===== src/rtl/seven_seg_scan_ctrl.sv =====
// seven_seg_scan_ctrl: time-multiplexed scan of an 8-digit common-anode
// seven-segment display. Frame-synchronous word commit, anode dead time,
// leading-zero blanking and invalid-BCD flagging.

// Per-digit lane: classifies one nibble of the committed word (for blanking)
// and one nibble of the pending word (for the error flag taken at commit).
module seven_seg_scan_lane (
  input  logic [3:0] i_act_nib,
  input  logic [3:0] i_pend_nib,
  output logic       o_zero,
  output logic       o_bad
);

  assign o_zero = (i_act_nib == 4'd0);
  assign o_bad  = (i_pend_nib > 4'd9);

endmodule

module seven_seg_scan_ctrl #(
  parameter int CLK_DIV     = 100000,
  parameter int DEAD_CYCLES = 2
) (
  input  logic        clk,
  input  logic        reset,
  input  logic [31:0] data,
  input  logic        load,
  input  logic        lzb,
  output logic [7:0]  AN,
  output logic [3:0]  digit,
  output logic        bcd_err,
  output logic        frame
);

  localparam int NUM_DIGITS = 8;
  localparam int MAX_CNT    = (CLK_DIV > DEAD_CYCLES) ? CLK_DIV : DEAD_CYCLES;
  localparam int CNT_W      = $clog2(MAX_CNT + 1);

  localparam logic [CNT_W-1:0] DRV_LAST  = CNT_W'(CLK_DIV - 1);
  localparam logic [CNT_W-1:0] DEAD_LAST = CNT_W'(DEAD_CYCLES - 1);

  typedef enum logic {
    ST_DEAD  = 1'b0,
    ST_DRIVE = 1'b1
  } state_t;

  // Phase control
  state_t                 r_state;
  logic [CNT_W-1:0]       r_cnt;
  logic [2:0]             r_idx;
  // First cycle after reset is treated as a DEAD entry with commit.
  logic                   r_first;

  // Datapath
  logic [31:0]            r_pending;
  logic [31:0]            r_active;
  logic                   r_lzb_act;
  logic [7:0]             r_an;
  logic [3:0]             r_digit;
  logic                   r_bcd_err;
  logic                   r_frame;

  // Next-state / next-output
  state_t                 w_state_nxt;
  logic [CNT_W-1:0]       w_cnt_nxt;
  logic [2:0]             w_idx_nxt;
  logic                   w_commit;
  logic [7:0]             w_an_nxt;
  logic [3:0]             w_digit_nxt;

  // Lane results
  logic [NUM_DIGITS-1:0]  w_zero;
  logic [NUM_DIGITS-1:0]  w_bad;
  logic [NUM_DIGITS-1:0]  w_blank;
  logic                   w_bcd_err_nxt;

  for (genvar k = 0; k < NUM_DIGITS; k++) begin : g_lane
    seven_seg_scan_lane u_lane (
      .i_act_nib  (r_active[4*k +: 4]),
      .i_pend_nib (r_pending[4*k +: 4]),
      .o_zero     (w_zero[k]),
      .o_bad      (w_bad[k])
    );
  end

  // Any invalid nibble in the word about to be committed.
  assign w_bcd_err_nxt = |w_bad;

  // Blank digit k (k>=1) when it and every digit above it is zero; digit 0
  // always shows so an all-zero word still reads "0".
  always_comb begin
    logic hi_zero;
    w_blank = '0;
    hi_zero = 1'b1;
    for (int k = NUM_DIGITS - 1; k >= 1; k--) begin
      hi_zero    = hi_zero & w_zero[k];
      w_blank[k] = r_lzb_act & hi_zero;
    end
  end

  // Phase FSM next state and the registered-output next values.
  always_comb begin
    w_state_nxt = r_state;
    w_cnt_nxt   = r_cnt + CNT_W'(1);
    w_idx_nxt   = r_idx;
    w_commit    = 1'b0;
    w_an_nxt    = r_an;
    w_digit_nxt = r_digit;
    if (r_first) begin
      // DEAD entry right after reset: commit and present digit 0.
      w_commit    = 1'b1;
      w_cnt_nxt   = '0;
      w_state_nxt = ST_DEAD;
      w_an_nxt    = 8'hFF;
      w_digit_nxt = r_pending[3:0];
    end else begin
      unique case (r_state)
        ST_DEAD: begin
          if (r_cnt == DEAD_LAST) begin
            w_state_nxt = ST_DRIVE;
            w_cnt_nxt   = '0;
            w_an_nxt    = w_blank[r_idx] ? 8'hFF : ~(8'd1 << r_idx);
          end
        end
        ST_DRIVE: begin
          if (r_cnt == DRV_LAST) begin
            w_state_nxt = ST_DEAD;
            w_cnt_nxt   = '0;
            w_idx_nxt   = r_idx + 3'd1;
            w_an_nxt    = 8'hFF;
            if (r_idx == 3'd7) begin
              // Wrap: the new frame shows the freshly committed word.
              w_commit    = 1'b1;
              w_digit_nxt = r_pending[3:0];
            end else begin
              w_digit_nxt = r_active[{w_idx_nxt, 2'b00} +: 4];
            end
          end
        end
        default: begin
          w_state_nxt = ST_DEAD;
          w_cnt_nxt   = '0;
        end
      endcase
    end
  end

  // Phase FSM state, counter and digit index.
  always_ff @(posedge clk) begin
    if (reset) begin
      r_state <= ST_DEAD;
      r_cnt   <= '0;
      r_idx   <= '0;
      r_first <= 1'b1;
    end else begin
      r_state <= w_state_nxt;
      r_cnt   <= w_cnt_nxt;
      r_idx   <= w_idx_nxt;
      r_first <= 1'b0;
    end
  end

  // Word capture, frame commit and registered display outputs.
  always_ff @(posedge clk) begin
    if (reset) begin
      r_pending <= '0;
      r_active  <= '0;
      r_lzb_act <= 1'b0;
      r_an      <= 8'hFF;
      r_digit   <= 4'd0;
      r_bcd_err <= 1'b0;
      r_frame   <= 1'b0;
    end else begin
      // A load on the commit edge lands here and waits for the next frame,
      // since the commit below reads the pre-edge pending value.
      if (load) r_pending <= data;
      if (w_commit) begin
        r_active  <= r_pending;
        r_lzb_act <= lzb;
        r_bcd_err <= w_bcd_err_nxt;
      end
      r_frame <= w_commit;
      r_an    <= w_an_nxt;
      r_digit <= w_digit_nxt;
    end
  end

  assign AN      = r_an;
  assign digit   = r_digit;
  assign bcd_err = r_bcd_err;
  assign frame   = r_frame;

endmodule


===== config.mk =====
export PLATFORM = sky130hd
export DESIGN_NAME = seven_seg_scan_ctrl
export DESIGN_NICKNAME = d
export VERILOG_FILES = /design/src/rtl/seven_seg_scan_ctrl.sv
export SDC_FILE = /design/constraint.sdc
export NUM_CORES = 1
export LEC_CHECK = 0
export BUFFER_PORTS_ARGS = -buffer_cell sky130_fd_sc_hd__buf_4
export CAP_MARGIN = 20
export CELL_PAD_IN_SITES_DETAIL_PLACEMENT = 0
export CELL_PAD_IN_SITES_GLOBAL_PLACEMENT = 1
export CORE_ASPECT_RATIO = 1.5
export CORE_MARGIN = 4
export CORE_UTILIZATION = 40
export DETAILED_ROUTE_END_ITERATION = 8
export PLACE_DENSITY_LB_ADDON = 0.3
export SYNTH_ARGS = -nofsm -noshare
export SYNTH_HDL_FRONTEND = slang
export SYNTH_HIERARCHICAL = 1
export SYNTH_SLANG_ARGS = --single-unit

===== constraint.sdc =====
create_clock -name clk -period 2.4 [get_ports clk]
set_input_delay 0.12 -clock clk [delete_from_list [all_inputs] [get_ports clk]]
set_output_delay 0.12 -clock clk [all_outputs]
set_load 0.005 [all_outputs]

==> results.json, run 1 <==
{
  "outcome": "complete, no violations",
  "cp_max_fo": 9,
  "worstSetupPathType": "reg2reg",
  "clock_sinks": 101,
  "core-area_um2": 10500,
  "r2r_start": "r_idx[0]",
  "fin_tns_setup_ns": 0,
  "p_int_w": 0.00276,
  "start_util_pct": 40.7,
  "avgSynthCellArea_um2": 9.39,
  "setup_viol_count_final": 0,
  "dr.pass1.iters": 4,
  "comb_power_share_pct": 7.4,
  "die-height_um": 135,
  "h-tree-depth": 3,
  "seqPwrFrac_pct": 50.6,
  "grt_pass1_vias": 3227,
  "via_per_inst": 5.04,
  "grtUsageTotal_pct": 15.7,
  "power.switching_w": 0.000777,
  "mappedNetlistArea_um2": 4290,
  "clock_latency_ns": 0.34,
  "peakVddDrop_v": 0.000422,
  "tightest_slew_ns": 0.640,
  "worstRegToRegCells": 7,
  "power_leakage_nw": 2.02,
  "r2r_slack_ns": 0.20,
  "p_clk_share_pct": 42.0,
  "gr-total-overflow": 0,
  "design_area_um2": 5100,
  "max_freq_mhz": 454,
  "rows": 46,
  "relSlewSlack_pct": 57.2,
  "path_clk_slew_ns": 0.07,
  "placed_area_um2": 4780,
  "end_kind": "flop",
  "worstPathArrival_ns": 2.43,
  "cts_buffers": 9,
  "die-area_um2": 12500,
  "drv_cap": 0,
  "grt_pass1_wl_um": 15600,
  "endpoint": "digit[1]",
  "diodes": 0,
  "fin_hold_ws_ns": 0.0165,
  "cp-startpoint": "r_idx[0]",
  "r2r-end": "digit[1]",
  "netlist_instances": 457,
  "fin_crit_sh_pct": 91.7,
  "clockBufferDepth": 2,
  "antenna_found_initial": 0,
  "hold_violations": 0,
  "fin_skew_ns": 0.00760,
  "p_sw_share_pct": 21.9,
  "wl_per_cell_um": 14.4,
  "numPortBuffers": 49,
  "cts_resized": 0,
  "layout_min_cycle_time_ns": 2.20,
  "area_delta_synth_final_pct": 18.8,
  "cts_root_buf": "clkbuf_16",
  "dp_hpwl_um": 6930,
  "post_cts_buffers": 0,
  "ant_nets": 0,
  "ios": 50,
  "die_x_um": 92.6,
  "cts_tree": "yes",
  "required_ns": 2.63,
  "drive_gt1_share_pct": 19.8,
  "drt_iter0_drc": 220,
  "wirelength_um": 9360,
  "rsz0062_at_grt": "false",
  "hp-class": "in2reg",
  "layout.nets": 544,
  "synth_fp_nets": 501,
  "worst_setup_path_start_kind": "flop",
  "grt_max_degree": 58,
  "place.gp.congestion": 0.799,
  "drc": 0,
  "synth_warnings": 6,
  "hold_buffers": 0,
  "finalPower_w": 0.00354,
  "via_count": 3268,
  "slew_violations": 0,
  "power_density_nw_per_um2": 695
}
[final cells by class]
type / instances / area [µm²]
clock buffers: 13 / 270
inverters: 11 / 41.3
fillers: 1026 / 5440
well taps: 144 / 180
clock inverters: 3 / 42.5
multi-input cells: 317 / 2090
repair buffers: 60 / 450
flip-flops and latches: 101 / 2020
[worst min path at each step]
stage,start,to,depth (start not counted),slack (ns)
after floorplan,reset,r_first,0,0.15
after global placement,data[3],r_pending[3],3,0.35
after detailed placement,data[18],r_pending[18],3,0.36
after CTS,data[18],r_pending[18],3,0.008
after global routing,data[18],r_pending[18],3,0.01
final,data[18],r_pending[18],3,0.02
[per-layer routing]
layer | track usage, % | up-vias | share of wire (%) | wire length, µm
met3 | 3.01 | 7 | 2.7 | 249
met5 | 0 | - | 0 | 0
met4 | 5.37 | 0 | 1.2 | 111
li1 | - | 1661 | - | -
met2 | 28.6 | 44 | 55 | 5100
met1 | 18.1 | 1556 | 42 | 3890
[registers in the layout, indices dropped and copies added (netlist names)]
register / count
r_idx: 3
bcd_err: 1
r_cnt: 17
r_first: 1
r_lzb_act: 1
AN: 8
r_active: 32
r_state: 1
digit: 4
r_pending: 32
frame: 1
[power groups by stage]
stage          sequential, W  combinational (W)  clock [W]
4_1_cts              0.00179           0.000269    0.00152
6_report             0.00179           0.000263    0.00149
5_1_grt              0.00180           0.000294    0.00160
3_3_place_gp         0.00183           0.000262          0
2_1_floorplan        0.00181           0.000184          0
3_5_place_dp         0.00183           0.000268          0
[per-stage QoR]
step | setup WS [ns] | cells | utilization, %
6_report | 0.198 | 649 | 48.4
5_1_grt | 0.0333 | 649 | 48.4
4_1_cts | 0.166 | 649 | 48.4
3_5_place_dp | 0.198 | 633 | 45.4
3_3_place_gp | 0.244 | 633 | 45.4
2_1_floorplan | 0.00756 | 457 | -
[layout by cell type, fill, tap and decap left out, types with 2 or more instances in the layout]
cell,instances
a21oi_1,40
and3_1,3
and4_1,2
buf_4,60
clkbuf_16,9
clkbuf_8,3
dfxtp_1,101
ha_1,8
inv_1,11
mux2i_1,41
mux4_2,8
nand2_1,75
nand3_1,7
nand4_1,4
nor2_1,64
nor3_1,8
nor4_1,3
nor4_2,7
o21a_1,8
o21ai_0,2
o22a_1,2
o32a_1,3
o32a_2,3
xnor2_1,7
xor2_1,9
[critical path, stage by stage (launching register included)]
cell	delay, ns
dfxtp_1	0.35
inv_1	0.07
ha_1	0.61
mux4_2	0.59
mux2i_1	0.17
a21oi_1	0.09
mux2i_1	0.15
nor2_1	0.05
Power figures use the tool's default switching activity.
==> inputs of run 2 (changes only) <==
--- a/config.mk
+++ b/config.mk
@@ -12,8 +12,10 @@
 export CORE_ASPECT_RATIO = 1.5
 export CORE_MARGIN = 4
 export CORE_UTILIZATION = 40
+export CTS_BUF_LIST = sky130_fd_sc_hd__clkbuf_4 sky130_fd_sc_hd__clkbuf_8 sky130_fd_sc_hd__clkbuf_16
 export DETAILED_ROUTE_END_ITERATION = 8
 export PLACE_DENSITY_LB_ADDON = 0.3
+export SLEW_MARGIN = 20
 export SYNTH_ARGS = -nofsm -noshare
 export SYNTH_HDL_FRONTEND = slang
 export SYNTH_HIERARCHICAL = 1
==> run 2 against run 1 <==
Net effect: clock power barely moved; sequential share of layout area hardly changed; final area is essentially flat; combinational power about the same; die area stayed put; routed wire length increased by 0.11%; clock-buffer cell count did not move; cell count is the same.
==> results.json, run 2 (synthesis results as in run 1) <==
{
  "worstPathArrival_ns": 2.43,
  "grtUsageTotal_pct": 15.7,
  "die_x_um": 92.6,
  "wl_per_cell_um": 14.4,
  "worst_setup_path_start_kind": "flop",
  "die-height_um": 135,
  "diodes": 0,
  "final_cell_mix": "101 x dfxtp_1, 75 x nand2_1, 64 x nor2_1",
  "grt_pass1_wl_um": 15600,
  "antenna_found_initial": 0,
  "power_density_nw_per_um2": 696,
  "dp_hpwl_um": 6930,
  "dr.pass1.iters": 4,
  "grt_max_degree": 58,
  "cts_tree": "yes",
  "end_kind": "flop",
  "fin_skew_ns": 0.00760,
  "relSlewSlack_pct": 57.2,
  "slew_violations": 0,
  "drc": 0,
  "fin_tns_setup_ns": 0,
  "outcome": "complete, no violations",
  "cp_max_fo": 9,
  "top_regs": "r_active: 32 flops, r_pending: 32 flops, r_cnt: 17 flops",
  "layout.nets": 544,
  "clockBufferDepth": 2,
  "start_util_pct": 40.7,
  "path_clk_slew_ns": 0.07,
  "ios": 50,
  "cts_buffers": 9,
  "numPortBuffers": 49,
  "clock_latency_ns": 0.34,
  "via_per_inst": 5.03,
  "power_leakage_nw": 2.03,
  "required_ns": 2.63,
  "grt_pass1_vias": 3227,
  "area_delta_synth_final_pct": 18.9,
  "final_common_cell": "dfxtp_1",
  "h-tree-depth": 3,
  "hp-class": "in2reg",
  "hold_buffers": 0,
  "fin_hold_ws_ns": 0.0160,
  "dp_cells": 633,
  "setup_viol_count_final": 0,
  "die-area_um2": 12500,
  "wirelength_um": 9370,
  "drv_cap": 0,
  "cts_root_buf": "clkbuf_16",
  "core-area_um2": 10500,
  "drt_iter0_drc": 221,
  "hold_violations": 0,
  "clock_sinks": 101,
  "fill_cells": 1026,
  "max_freq_mhz": 454,
  "via_count": 3264,
  "cts_resized": 0,
  "layout_min_cycle_time_ns": 2.20,
  "ant_nets": 0,
  "gr-total-overflow": 0,
  "worstSetupPathType": "reg2reg",
  "post_cts_buffers": 0,
  "fin_cells": 649,
  "rows": 46,
  "drive_gt1_share_pct": 20.0,
  "place.gp.congestion": 0.799,
  "rsz0062_at_grt": "false",
  "peakVddDrop_v": 0.000423,
  "tightest_slew_ns": 0.640,
  "fin_crit_sh_pct": 91.8
}
-- run 2: cell count changes in the layout (fill, tap and decap cells not counted) --
| cell | delta |
|---|---|
| clkbuf_4 | +1 |
| clkbuf_1 | -1 |
-- run 2: report_power, final --
group | internal [W] | total, W | switching (W)
sequential | 0.00174 | 0.00179 | 0.0000541
combinational | 0.000134 | 0.000263 | 0.000129
clock | 0.000903 | 0.00150 | 0.000595
total | 0.00278 | 0.00355 | 0.000777
-- run 2: per-stage QoR --
| step | worst slack, ns | util, % | total power [W] | area (µm²) |
|---|---|---|---|---|
| final | 0.198 | 48.4 | 0.00355 | 5100 |
| after global routing | 0.0333 | 48.4 | 0.00370 | 5100 |
| after CTS | 0.166 | 48.4 | 0.00359 | 5100 |
| after detailed placement | 0.198 | 45.4 | 0.00210 | 4780 |
| after global placement | 0.244 | 45.4 | 0.00209 | 4780 |
| after floorplan | 0.00756 | - | 0.00199 | 4290 |
-- run 2: worst max-delay path, cell delays in order (launching register included) --
cell and delay [ns]:
dfxtp_1 0.35, inv_1 0.07, ha_1 0.61, mux4_2 0.59, mux2i_1 0.17, a21oi_1 0.09, mux2i_1 0.15, nor2_1 0.05
-- run 2: cell type report --
class                   count  area [µm²]  area share [%]
clock inverters             3        42.5           0.834
clock buffers              13         274            5.37
inverters                  11        41.3           0.809
well taps                 144         180            3.53
multi-input cells         317        2090            41.0
flip-flops and latches    101        2020            39.6
repair buffers             60         450            8.83
-- run 2: final timing paths --
check | start | to | slack [ns] | cells after the start
max | r_idx[0] | digit[1] | 0.20 | 7
min | data[18] | r_pending[18] | 0.02 | 3
max reg2reg | r_idx[0] | digit[1] | 0.20 | 7
min reg2reg | r_active[2] | r_active[2] | 0.45 | 2
-- run 2: routing by layer --
metal  wire (µm)  share of wire, %  GRT usage, %
met1        3910                42          18.1
met2        5110                55          28.6
met3         238               2.5          3.01
met4         111               1.2          5.37
met5           0                 0             0
